File: src/rtl/fb_pkg.sv
// Shared playfield frame-buffer constants used by the write scheduler, the VGA side and the game logic.
package fb_pkg;

  localparam int FB_W    = 10;
  localparam int FB_H    = 20;
  localparam int COLOR_W = 3;
  localparam int X_W     = 4;
  localparam int Y_W     = 5;

  localparam logic [COLOR_W-1:0] COLOR_BLACK = 3'b000;
  localparam logic [X_W-1:0]     X_LAST      = X_W'(FB_W - 1);
  localparam logic [Y_W-1:0]     Y_LAST      = Y_W'(FB_H - 1);

  function automatic logic in_range(input logic [X_W-1:0] x, input logic [Y_W-1:0] y);
    return (x < X_W'(FB_W)) && (y < Y_W'(FB_H));
  endfunction

endpackage

File: src/rtl/fb_clear_seq.sv
// Row-major x/y sweep counter for the frame-buffer clear; advances only while enabled (vblank).
module fb_clear_seq
  import fb_pkg::*;
(
  input  logic           clock,
  input  logic           reset,
  input  logic           load_i,
  input  logic           en_i,
  output logic [X_W-1:0] x_o,
  output logic [Y_W-1:0] y_o,
  output logic           last_o
);

  logic [X_W-1:0] x_q;
  logic [Y_W-1:0] y_q;

  // y saturates at the last row; a new clear reloads both counters anyway
  always_ff @(posedge clock or posedge reset) begin
    if (reset) begin
      x_q <= '0;
      y_q <= '0;
    end else if (load_i) begin
      x_q <= '0;
      y_q <= '0;
    end else if (en_i) begin
      if (x_q == X_LAST) begin
        x_q <= '0;
        if (y_q != Y_LAST) y_q <= y_q + 1'b1;
      end else begin
        x_q <= x_q + 1'b1;
      end
    end
  end

  assign x_o    = x_q;
  assign y_o    = y_q;
  assign last_o = (x_q == X_LAST) && (y_q == Y_LAST);

endmodule

File: src/rtl/fb_write_sched.sv
// Frame-buffer write-port scheduler: round-robin arbitration of two requesters plus a full-buffer
// clear, with every write confined to the vertical-blank window.
module fb_write_sched
  import fb_pkg::*;
(
  input  logic               clock,
  input  logic               reset,
  input  logic               vblank,
  input  logic [1:0]         req,
  input  logic [X_W-1:0]     x0,
  input  logic [X_W-1:0]     x1,
  input  logic [Y_W-1:0]     y0,
  input  logic [Y_W-1:0]     y1,
  input  logic [COLOR_W-1:0] d0,
  input  logic [COLOR_W-1:0] d1,
  output logic [1:0]         gnt,
  input  logic               clear_start,
  output logic               clear_busy,
  output logic               clear_done,
  output logic               fb_we,
  output logic [X_W-1:0]     fb_x,
  output logic [Y_W-1:0]     fb_y,
  output logic [COLOR_W-1:0] fb_data,
  output logic               range_err
);

  typedef enum logic {IDLE, CLEAR} state_t;

  state_t             state_q;
  logic               last_q;
  logic               fb_we_q;
  logic [X_W-1:0]     fb_x_q;
  logic [Y_W-1:0]     fb_y_q;
  logic [COLOR_W-1:0] fb_data_q;
  logic               busy_q;
  logic               done_q;
  logic               rerr_q;

  logic [X_W-1:0]     clr_x;
  logic [Y_W-1:0]     clr_y;
  logic               clr_last;
  logic [X_W-1:0]     sel_x_d;
  logic [Y_W-1:0]     sel_y_d;
  logic [COLOR_W-1:0] sel_d_d;

  fb_clear_seq u_clear_seq (
    .clock  (clock),
    .reset  (reset),
    .load_i (state_q == IDLE && clear_start),
    .en_i   (state_q == CLEAR && vblank),
    .x_o    (clr_x),
    .y_o    (clr_y),
    .last_o (clr_last)
  );

  // On contention the requester not granted last wins; last_q resets to 1 so req 0 wins first
  always_comb begin
    gnt = 2'b00;
    if (state_q == IDLE && !clear_start && vblank) begin
      case (req)
        2'b01:   gnt = 2'b01;
        2'b10:   gnt = 2'b10;
        2'b11:   gnt = last_q ? 2'b01 : 2'b10;
        default: gnt = 2'b00;
      endcase
    end
  end

  assign sel_x_d = gnt[1] ? x1 : x0;
  assign sel_y_d = gnt[1] ? y1 : y0;
  assign sel_d_d = gnt[1] ? d1 : d0;

  always_ff @(posedge clock or posedge reset) begin
    if (reset) begin
      state_q   <= IDLE;
      last_q    <= 1'b1;
      fb_we_q   <= 1'b0;
      fb_x_q    <= '0;
      fb_y_q    <= '0;
      fb_data_q <= '0;
      busy_q    <= 1'b0;
      done_q    <= 1'b0;
      rerr_q    <= 1'b0;
    end else begin
      fb_we_q <= 1'b0;
      done_q  <= 1'b0;
      rerr_q  <= 1'b0;
      case (state_q)
        IDLE: begin
          if (clear_start) begin
            state_q <= CLEAR;
            busy_q  <= 1'b1;
          end else if (gnt != 2'b00) begin
            last_q <= gnt[1];
            // Out-of-range requests are still consumed, just never written
            if (in_range(sel_x_d, sel_y_d)) begin
              fb_we_q   <= 1'b1;
              fb_x_q    <= sel_x_d;
              fb_y_q    <= sel_y_d;
              fb_data_q <= sel_d_d;
            end else begin
              rerr_q <= 1'b1;
            end
          end
        end
        CLEAR: begin
          if (vblank) begin
            fb_we_q   <= 1'b1;
            fb_x_q    <= clr_x;
            fb_y_q    <= clr_y;
            fb_data_q <= COLOR_BLACK;
            if (clr_last) begin
              state_q <= IDLE;
              busy_q  <= 1'b0;
              done_q  <= 1'b1;
            end
          end
        end
        default: state_q <= IDLE;
      endcase
    end
  end

  assign fb_we      = fb_we_q;
  assign fb_x       = fb_x_q;
  assign fb_y       = fb_y_q;
  assign fb_data    = fb_data_q;
  assign clear_busy = busy_q;
  assign clear_done = done_q;
  assign range_err  = rerr_q;

endmodule

File: config.mk
export PLATFORM = sky130hd
export DESIGN_NAME = fb_write_sched
export DESIGN_NICKNAME = d
export VERILOG_FILES = /design/src/rtl/fb_pkg.sv /design/src/rtl/fb_clear_seq.sv /design/src/rtl/fb_write_sched.sv
export SDC_FILE = /design/constraint.sdc
export NUM_CORES = 1
export LEC_CHECK = 0
export ABC_CLOCK_PERIOD_IN_PS = 2300
export BUFFER_PORTS_ARGS = -buffer_cell sky130_fd_sc_hd__buf_2
export CAP_MARGIN = 0
export CELL_PAD_IN_SITES_DETAIL_PLACEMENT = 0
export CELL_PAD_IN_SITES_GLOBAL_PLACEMENT = 1
export CORE_ASPECT_RATIO = 0.6
export CORE_MARGIN = 3
export CORE_UTILIZATION = 37
export CTS_CLUSTER_DIAMETER = 50
export DETAILED_ROUTE_END_ITERATION = 16
export PLACE_DENSITY_LB_ADDON = 0.1
export RECOVER_POWER = 50
export SYNTH_ARGS = -nofsm -noshare
export SYNTH_HDL_FRONTEND = slang
export SYNTH_SLANG_ARGS = --single-unit
File: constraint.sdc
create_clock -name clock -period 2.3 [get_ports clock]
set_input_delay 0.46 -clock clock [delete_from_list [all_inputs] [get_ports clock]]
set_output_delay 0.46 -clock clock [all_outputs]
set_load 0.01 [all_outputs]
* Yosys cells after proc, flatten, opt, wreduce, memory -nomap -nowiden *
Index checks and enable logic that the tools add are counted.

operators by class
  add/subtract/negate cells = 2
  $mul = 0
  div/mod/pow operators = 0
  order comparisons = 2
  eq/ne operators = 12
  shifts and indexed selects = 0
  mux-type cells = 48
  bitwise operators = 2
  reduce and logical (&&, ||, !) cells = 15

operators by type and width
  kind                                               count
  two-way mux 5 bit                                  9
  two-way mux 4 bit                                  8
  two-way mux 1 bit                                  17
  two-way mux 3 bit                                  5
  case mux 5 bit (2 select lines)                    1
  AND reduction 3 bit                                3
  case mux 4 bit (2 select lines)                    1
  nonzero test 2 bit                                 4
  logical AND 1 bit                                  6
  != test 2 x 1 -> 1 bit, second input constant      3
  != test 2 bit, second input constant               3
  case mux 1 bit (2 select lines)                    3
  case mux 2 bit (3 select lines)                    1
  case mux 3 bit (2 select lines)                    1
  adder 5 x 1 -> 5 bit, second input constant        1
  equality test 5 bit, second input constant         1
  less-than comparator 5 bit, second input constant  1
  != test 5 bit, second input constant               1
  adder 4 x 1 -> 4 bit, second input constant        1
  equality test 2 bit, second input constant         2
  equality test 4 bit, second input constant         1
  less-than comparator 4 bit, second input constant  1
  two-way mux 2 bit                                  2
  AND reduction 4 bit                                1
  3 further kinds                                    4

word-level totals
  flip-flop bits (word level) = 27
  bits in latches = 0
  bits in writable memories = 0
  bits in read-only memories = 0
  output and inout port bits = 18
  memories = 0

* Logic depth before layout (Yosys ltp) *
Gate-level depths: netlist (run 1).

  word-level depth = 11
  mapped depth = 7
  mapped depth without buffers = 7

* Hierarchy *
A second synthesis (run 1) with hierarchy kept.

second synthesis, totals
  cells, all modules = 149
  area, all modules = 1497.7 µm²

by module, submodules not included
  module          instances  cells each  area each (µm²)  seq. area each (µm²)
  fb_write_sched  1          95          973.4            451.7
  fb_clear_seq    1          54          524.3            225.2

* Worst setup path before layout (run 1) *
Ideal clock, no wire load.

  path type = reg2reg
  start point = register state_q
  end point = register fb_x_q[0], in the netlist fb_x[0]
  setup time = 125 ps
  data arrival time = 1545 ps
  data required time = 2175 ps
  path slack = 631 ps
  cell stages (with the launch flop) = 7
  buffers on the path = 1
  period minus slack after synthesis = 1669 ps
  cell sequence = dfrtp_1 -> buf_6 -> nor3b_4 -> nand3_2 -> o22a_2 -> nand2_4 -> mux2_2

between the ends
  word-level cells in the longest chain between the ends = 9
  elaborated cells on any way between the ends = 19

RTL lines
  element                                                                                         RTL line                                    text
  from (decl)                                                                                     fb_write_sched.sv:29                        state_t state_q;
  from (signal assigned)                                                                          fb_write_sched.sv:75                        state_q <= IDLE;
  from (signal assigned)                                                                          fb_write_sched.sv:91                        state_q <= CLEAR;
  from (signal assigned)                                                                          fb_write_sched.sv:113                       state_q <= IDLE;
  NOT 1 bit (no source line)                                                                      --
  logical AND 1 bit (2 in series)                                                                 fb_write_sched.sv:59                        if (state_q == IDLE && !clear_start && vblank) begin
  two-way mux 2 bit                                                                               fb_write_sched.sv:59
  two-way mux 5 bit / two-way mux 4 bit (equally long branches)                                   fb_write_sched.sv:70, fb_write_sched.sv:69
  less-than comparator 5 bit (tied with other cells)                                              fb_pkg.sv:15                                return (x < X_W'(FB_W)) && (y < Y_W'(FB_H));
  logical AND 1 bit / two-way mux 4 bit (equally long branches)                                   fb_pkg.sv:15, fb_write_sched.sv:93
  != test 2 x 1 -> 1 bit (no source line) / two-way mux 4 bit (equally long branches)             --
  AND reduction 4 bit (no source line) / case mux 4 bit (2 select lines) (equally long branches)  --
  to (signal assigned)                                                                            fb_write_sched.sv:98                        fb_x_q <= sel_x_d;
  to (signal assigned)                                                                            fb_write_sched.sv:109                       fb_x_q <= clr_x;
  to (decl)                                                                                       fb_write_sched.sv:32                        logic [X_W-1:0] fb_x_q;

Parallel ways exist; a longest one is shown, timed or not. The select of a mux whose other input is x is not followed.
A chain may end at the register's enable or synchronous reset.

* Worst setup path in the final report (run 1) *
  start point = register state_q
  end point = output gnt[1]

between the ends
  word-level cells in the longest chain between the ends = 4

RTL lines
  element                          RTL line              text
  NOT 1 bit (no source line)       --
  logical AND 1 bit (2 in series)  fb_write_sched.sv:59
  two-way mux 2 bit                fb_write_sched.sv:59
  to (decl)                        fb_write_sched.sv:16  output logic [1:0] gnt,

Every way passes these cells.

==> results of run 1 <==
-- cell families after synthesis --
family                     after synthesis  synth area share
buffers and inverters                   11            0.0398
xor gates and xnor gates                 5            0.0303
adders and majority gates                3            0.0260
and+or+nand+nor                         51             0.185
DFF                                     27             0.468
muxes                                   21             0.153
AOI/OAI and AO/OA                       24            0.0970
-- area by class of cell --
class / instances / area share
tap: 45 / 0.0320
multi-input combinational: 104 / 0.401
sequential: 27 / 0.385
clock buffer: 4 / 0.0256
inverter: 5 / 0.0107
timing repair buffer: 52 / 0.145
-- cell usage in the layout, fill, tap and decap left out, types with 2 or more instances in the layout --
master | netlist | routed
inv_1 | 5 | 5
mux2i_1 | 12 | 12
clkbuf_8 | 0 | 3
buf_4 | 0 | 3
dfrtp_1 | 26 | 26
buf_2 | 1 | 39
nor3_1 | 4 | 4
o31ai_1 | 2 | 2
xor2_1 | 4 | 4
a21oi_1 | 2 | 2
ha_1 | 3 | 3
nand2_1 | 18 | 18
nor2_1 | 10 | 10
clkbuf_1 | 3 | 11
o21ai_0 | 16 | 16
nand2b_1 | 2 | 2
nand4_1 | 2 | 2
nor4_1 | 2 | 2
nand3_1 | 5 | 6
mux2_2 | 9 | 9
-- cell usage after synthesis (2+ instances only) --
cell	number	area, um2
a21oi_1	2	10.0
buf_6	2	22.5
clkbuf_1	3	11.3
dfrtp_1	26	651
ha_1	3	37.5
inv_1	5	18.8
mux2_2	9	101
mux2i_1	12	120
nand2_1	18	67.6
nand2b_1	2	12.5
nand3_1	5	25.0
nand3_2	2	20.0
nand4_1	2	12.5
nor2_1	10	37.5
nor3_1	4	20.0
nor4_1	2	12.5
o21ai_0	16	80.1
o31ai_1	2	15.0
xor2_1	4	35.0
-- sequential cells by signal, indices dropped and copies added (netlist names) --
signal           cells
fb_x                 4
u_clear_seq.x_o      4
fb_we                1
fb_data              3
clear_busy           1
fb_y                 5
clear_done           1
range_err            1
state_q              1
last_q               1
u_clear_seq.y_o      5
-- worst max path at each step --
stage	startpoint	end	slack, ps	cells past startpoint
after global placement	clear_start	fb_data[2]	360	7
after CTS	state_q	gnt[1]	280	4
after floorplan	state_q	fb_x[0]	630	6
final	state_q	gnt[1]	330	4
after detailed placement	clear_start	fb_y[0]	310	6
after global routing	state_q	gnt[1]	240	4
-- power by group --
group	switching [uW]	internal, uW
logic	167	172
registers	96.8	575
clock network	150	124
-- metrics by stage --
stage,utilization,hold slack (ps),instances,instance area (um2)
5_1_grt,0.505,380,237,1760
4_1_cts,0.511,338,237,1780
3_3_place_gp,0.498,462,233,1740
6_report,0.505,303,237,1760
3_5_place_dp,0.498,462,233,1740
2_1_floorplan,-,444,142,1450
-- metal layers --
metal | vias up | wire (um) | global-route usage | part of all wire
li1 | 600 | - | - | -
met1 | 575 | 1620 | 0.203 | 0.48
met2 | 35 | 1490 | 0.266 | 0.44
met3 | 2 | 245 | 0.0451 | 0.073
met4 | 0 | 14 | 0.0311 | 0.0042
met5 | - | 0 | 0 | 0
==> impl_metrics.env, run 1 <==
export IMPL_cp_arrival_ps=1510
export IMPL_syn_area_per_cell_um2=10.2
export IMPL_cp_end_kind="output port"
export IMPL_worst_pin_slew_ps=758
export IMPL_peakVddDrop_mv=0.363
export IMPL_grt_overflow=0
export IMPL_ant_nets=0
export IMPL_yosysSeqAreaShare=0.468
export IMPL_max_stage_delay_ps=430
export IMPL_synthCells=142
export IMPL_grt_pass1_vias=1208
export IMPL_synth_edf_count=0
export IMPL_post_drt_wl_per_cell_um=14.2
export IMPL_syn_cell_area_mm2=0.00145
export IMPL_drive_gt1_frac=0.307
export IMPL_setup_tns_final_ps=0
export IMPL_place_hpwl_mm=2.69
export IMPL_first_pass_iters=4
export IMPL_synth_warnings=0
export IMPL_grt_max_degree=26
export IMPL_chipHeight_um=54.4
export IMPL_clk_path_buf_depth=2
export IMPL_rsz0062_at_grt="false"
export IMPL_finalWirelength_mm=3.37
export IMPL_cts_buffers_inserted=3
export IMPL_worstPathMaxFanout=6
export IMPL_diodes=0
export IMPL_multi_input_area_um2=706
export IMPL_synth_nets=175
export IMPL_hold_path_class="input port to asynchronous set/reset pin"
export IMPL_finalSetupViolCount=0
export IMPL_outcome="finished, final reports clean"
export IMPL_cts_max_level=1
export IMPL_cp_cell_sequence="nor3b_4 -> nand3_2 -> inv_1 -> buf_2"
export IMPL_powerDensity_mw_per_mm2=731
export IMPL_drtIter0Drc=63
export IMPL_period_needed_ps=1970
export IMPL_fmax_mhz=508
export IMPL_slew_viol_final=0
export IMPL_gp_congestion=0.786
export IMPL_seq_area_um2=677
export IMPL_power_uw=1290
export IMPL_num_rows=16
export IMPL_reg2reg_to="fb_y[2]"
export IMPL_vias=1212
export IMPL_ys_seq_elements=27
export IMPL_reg2reg_from="state_q"
export IMPL_core_mm2=0.00348
export IMPL_io_buffers=47
export IMPL_grt_pass1_wl_mm=5.60
export IMPL_async_flop_share=1.00
export IMPL_cp_num_buf_inv=2
export IMPL_finalWorstSetupSlack_ps=331
export IMPL_viasPerCell=5.11
export IMPL_synth_ff_type="dfrtp_1"
export IMPL_maxCapViolCount=0
export IMPL_clkLatencyLatePin_ps=270
export IMPL_design_die_area_mm2=0.00472
export IMPL_grt_antenna_before_repair=0
export IMPL_relSlewSlack=0.494
export IMPL_post_cts_resized=0
export IMPL_syn_to_final_growth_pct=21.6
export IMPL_slowest_stage="dfrtp_1"
export IMPL_cts_root_buf="clkbuf_8"
export IMPL_skew_ps=6.85
export IMPL_num_fill_cells=351
export IMPL_required_ps=1840
export IMPL_ys_types=32
export IMPL_postCtsSetupBuffers=0
export IMPL_rr_worst_depth=5
export IMPL_path_clk_slew_ps=100
export IMPL_fin_nets=226
export IMPL_grt_total_usage=0.157
export IMPL_r2r_slack_ps=500
export IMPL_initial_core_util=0.415
export IMPL_critical_path_class="flop to output port"
export IMPL_holdBufCountCts=0
export IMPL_post_route_period_util=0.856
export IMPL_cts_sinks=27
export IMPL_drc_errors=0
export IMPL_hold_viol=0
export IMPL_cts_tree="built"
export IMPL_p_leak_uw=0.000912
export IMPL_worst_setup_path_start_kind="flop"
export IMPL_die_w_um=86.7
export IMPL_cp_top_family="flip-flops"
export IMPL_pin_count=48
export IMPL_preCtsSetupSlack_ps=309
(Power assumes the default switching activity.)
==> inputs of run 2 (changes only) <==
CELL_PAD_IN_SITES_DETAIL_PLACEMENT = not set   (was 0)
CELL_PAD_IN_SITES_GLOBAL_PLACEMENT = not set   (was 1)
CORE_UTILIZATION = 40   (was 37)
PLACE_DENSITY = 0.66   (was not set)
PLACE_DENSITY_LB_ADDON = not set   (was 0.1)
==> run 2 against run 1 <==
Effect of this change:
- fmax down 4.4%
- sequential share of layout area up 0.083 points
- clock-buffer cell count unchanged
- die area down 6.8%
- via count down 2.2%
- non-clock buffer count down 1
- combinational power up 1%
- first-iteration DRC count down 32%
- wire length down 4.6%
- design area down 0.21%
- critical endpoint unchanged
- largest cell class unchanged
- largest power group unchanged
==> impl_metrics.env, run 2 (synthesized netlist as in run 1, its figures left out) <==
export IMPL_post_drt_wl_per_cell_um=13.6
export IMPL_die_w_um=83.6
export IMPL_mostFrequentLayoutCell="buf_2"
export IMPL_r2r_slack_ps=430
export IMPL_drive_gt1_frac=0.309
export IMPL_post_route_period_util=0.895
export IMPL_drc_errors=0
export IMPL_cts_buffers_inserted=3
export IMPL_grt_max_degree=28
export IMPL_drtIter0Drc=43
export IMPL_slew_viol_final=0
export IMPL_clk_path_buf_depth=2
export IMPL_design_die_area_mm2=0.00439
export IMPL_reg2reg_to="fb_x[3]"
export IMPL_num_fill_cells=307
export IMPL_finalWirelength_mm=3.21
export IMPL_fin_util=0.522
export IMPL_vias=1185
export IMPL_final_cell_mix="buf_2 (39), dfrtp_1 (26), nand2_1 (18)"
export IMPL_grt_pass1_wl_mm=5.35
export IMPL_p_leak_uw=0.000910
export IMPL_fmax_mhz=486
export IMPL_cts_root_buf="clkbuf_8"
export IMPL_grt_pass1_vias=1101
export IMPL_clkLatencyLatePin_ps=270
export IMPL_cp_arrival_ps=1600
export IMPL_rsz0062_at_grt="false"
export IMPL_holdBufCountCts=0
export IMPL_maxCapViolCount=0
export IMPL_worstPathMaxFanout=7
export IMPL_post_cts_resized=0
export IMPL_multi_input_area_um2=706
export IMPL_diodes=0
export IMPL_grt_busiest_layer="met2"
export IMPL_chipHeight_um=52.6
export IMPL_seq_area_um2=677
export IMPL_required_ps=1840
export IMPL_hold_path_endpoint="last_q"
export IMPL_power_uw=1280
export IMPL_first_pass_iters=4
export IMPL_io_buffers=47
export IMPL_hp_start="last_q"
export IMPL_holdWs_ps=475
export IMPL_grt_util_met1=0.219
export IMPL_syn_to_final_growth_pct=21.4
export IMPL_relSlewSlack=0.0398
export IMPL_core_mm2=0.00336
export IMPL_cts_sinks=27
export IMPL_cts_max_level=1
export IMPL_grt_overflow=0
export IMPL_grt_antenna_before_repair=0
export IMPL_powerDensity_mw_per_mm2=728
export IMPL_hold_path_class="flop to flop"
export IMPL_gp_congestion=0.855
export IMPL_skew_ps=1.41
export IMPL_critical_path_class="flop to output port"
export IMPL_path_clk_slew_ps=90
export IMPL_use_met2=0.237
export IMPL_viasPerCell=5.02
export IMPL_initial_core_util=0.430
export IMPL_grt_total_usage=0.156
export IMPL_outcome="finished, final reports clean"
export IMPL_cp_end_kind="output port"
export IMPL_globalRouteMet3Util=0.0549
export IMPL_rr_worst_depth=5
export IMPL_place_hpwl_mm=2.58
export IMPL_fin_nets=225
export IMPL_postCtsSetupBuffers=0
export IMPL_cts_tree="built"
export IMPL_worst_setup_path_start_kind="flop"
export IMPL_peakVddDrop_mv=0.380
export IMPL_period_needed_ps=2060
export IMPL_worst_pin_slew_ps=1440
export IMPL_ant_nets=0
export IMPL_num_rows=16
export IMPL_finalSetupViolCount=0
export IMPL_hold_viol=0
export IMPL_setup_tns_final_ps=0
export IMPL_reg2reg_from="state_q"
export IMPL_hold_path_depth=2
export IMPL_pin_count=48
==> run 2: changes by cell type in the layout (fill, tap and decap cells not counted), sizes merged <==
| cell | delta |
|---|---|
| clkbuf | -1 |
==> run 2: critical path, stage by stage (launching register included) <==
cell and delay (ps):
dfrtp_1 410, nor3b_4 220, nand3_1 270, inv_1 260
buf_2 170
==> run 2: layer usage <==
layer | vias up | share of wire
li1 | 596 | -
met1 | 541 | 0.48
met4 | 0 | 0.0022
met2 | 46 | 0.43
met5 | - | 0
met3 | 2 | 0.086
==> run 2: how the worst max path moves through the flow <==
stage / cells past startpoint / slack [ps] / to / start
after floorplan: 6 / 630 / fb_x[0] / state_q
after global placement: 6 / 380 / fb_x[0] / clear_start
after detailed placement: 6 / 300 / fb_x[3] / clear_start
after CTS: 4 / 330 / gnt[1] / state_q
after global routing: 4 / 150 / gnt[1] / state_q
final: 4 / 240 / gnt[1] / state_q
==> run 2: cell type report <==
cell class	instances	area share
Inverter	5	0.0107
Clock buffer	4	0.0257
Multi-Input combinational cell	104	0.402
Tap cell	45	0.0321
Timing Repair Buffer	51	0.143
Sequential cell	27	0.386
==> run 2: where the power goes <==
part,total (uW),internal [uW],switching (uW)
sequential,667,575,92.4
clock,266,124,142
combinational,343,173,169
==> run 2: stage by stage <==
stage,cell area [um2],std cells,setup slack (ps)
after floorplan,1450,142,631
after global placement,1730,232,380
after detailed placement,1730,232,303
after CTS,1770,236,325
after global routing,1750,236,150
final,1750,236,241
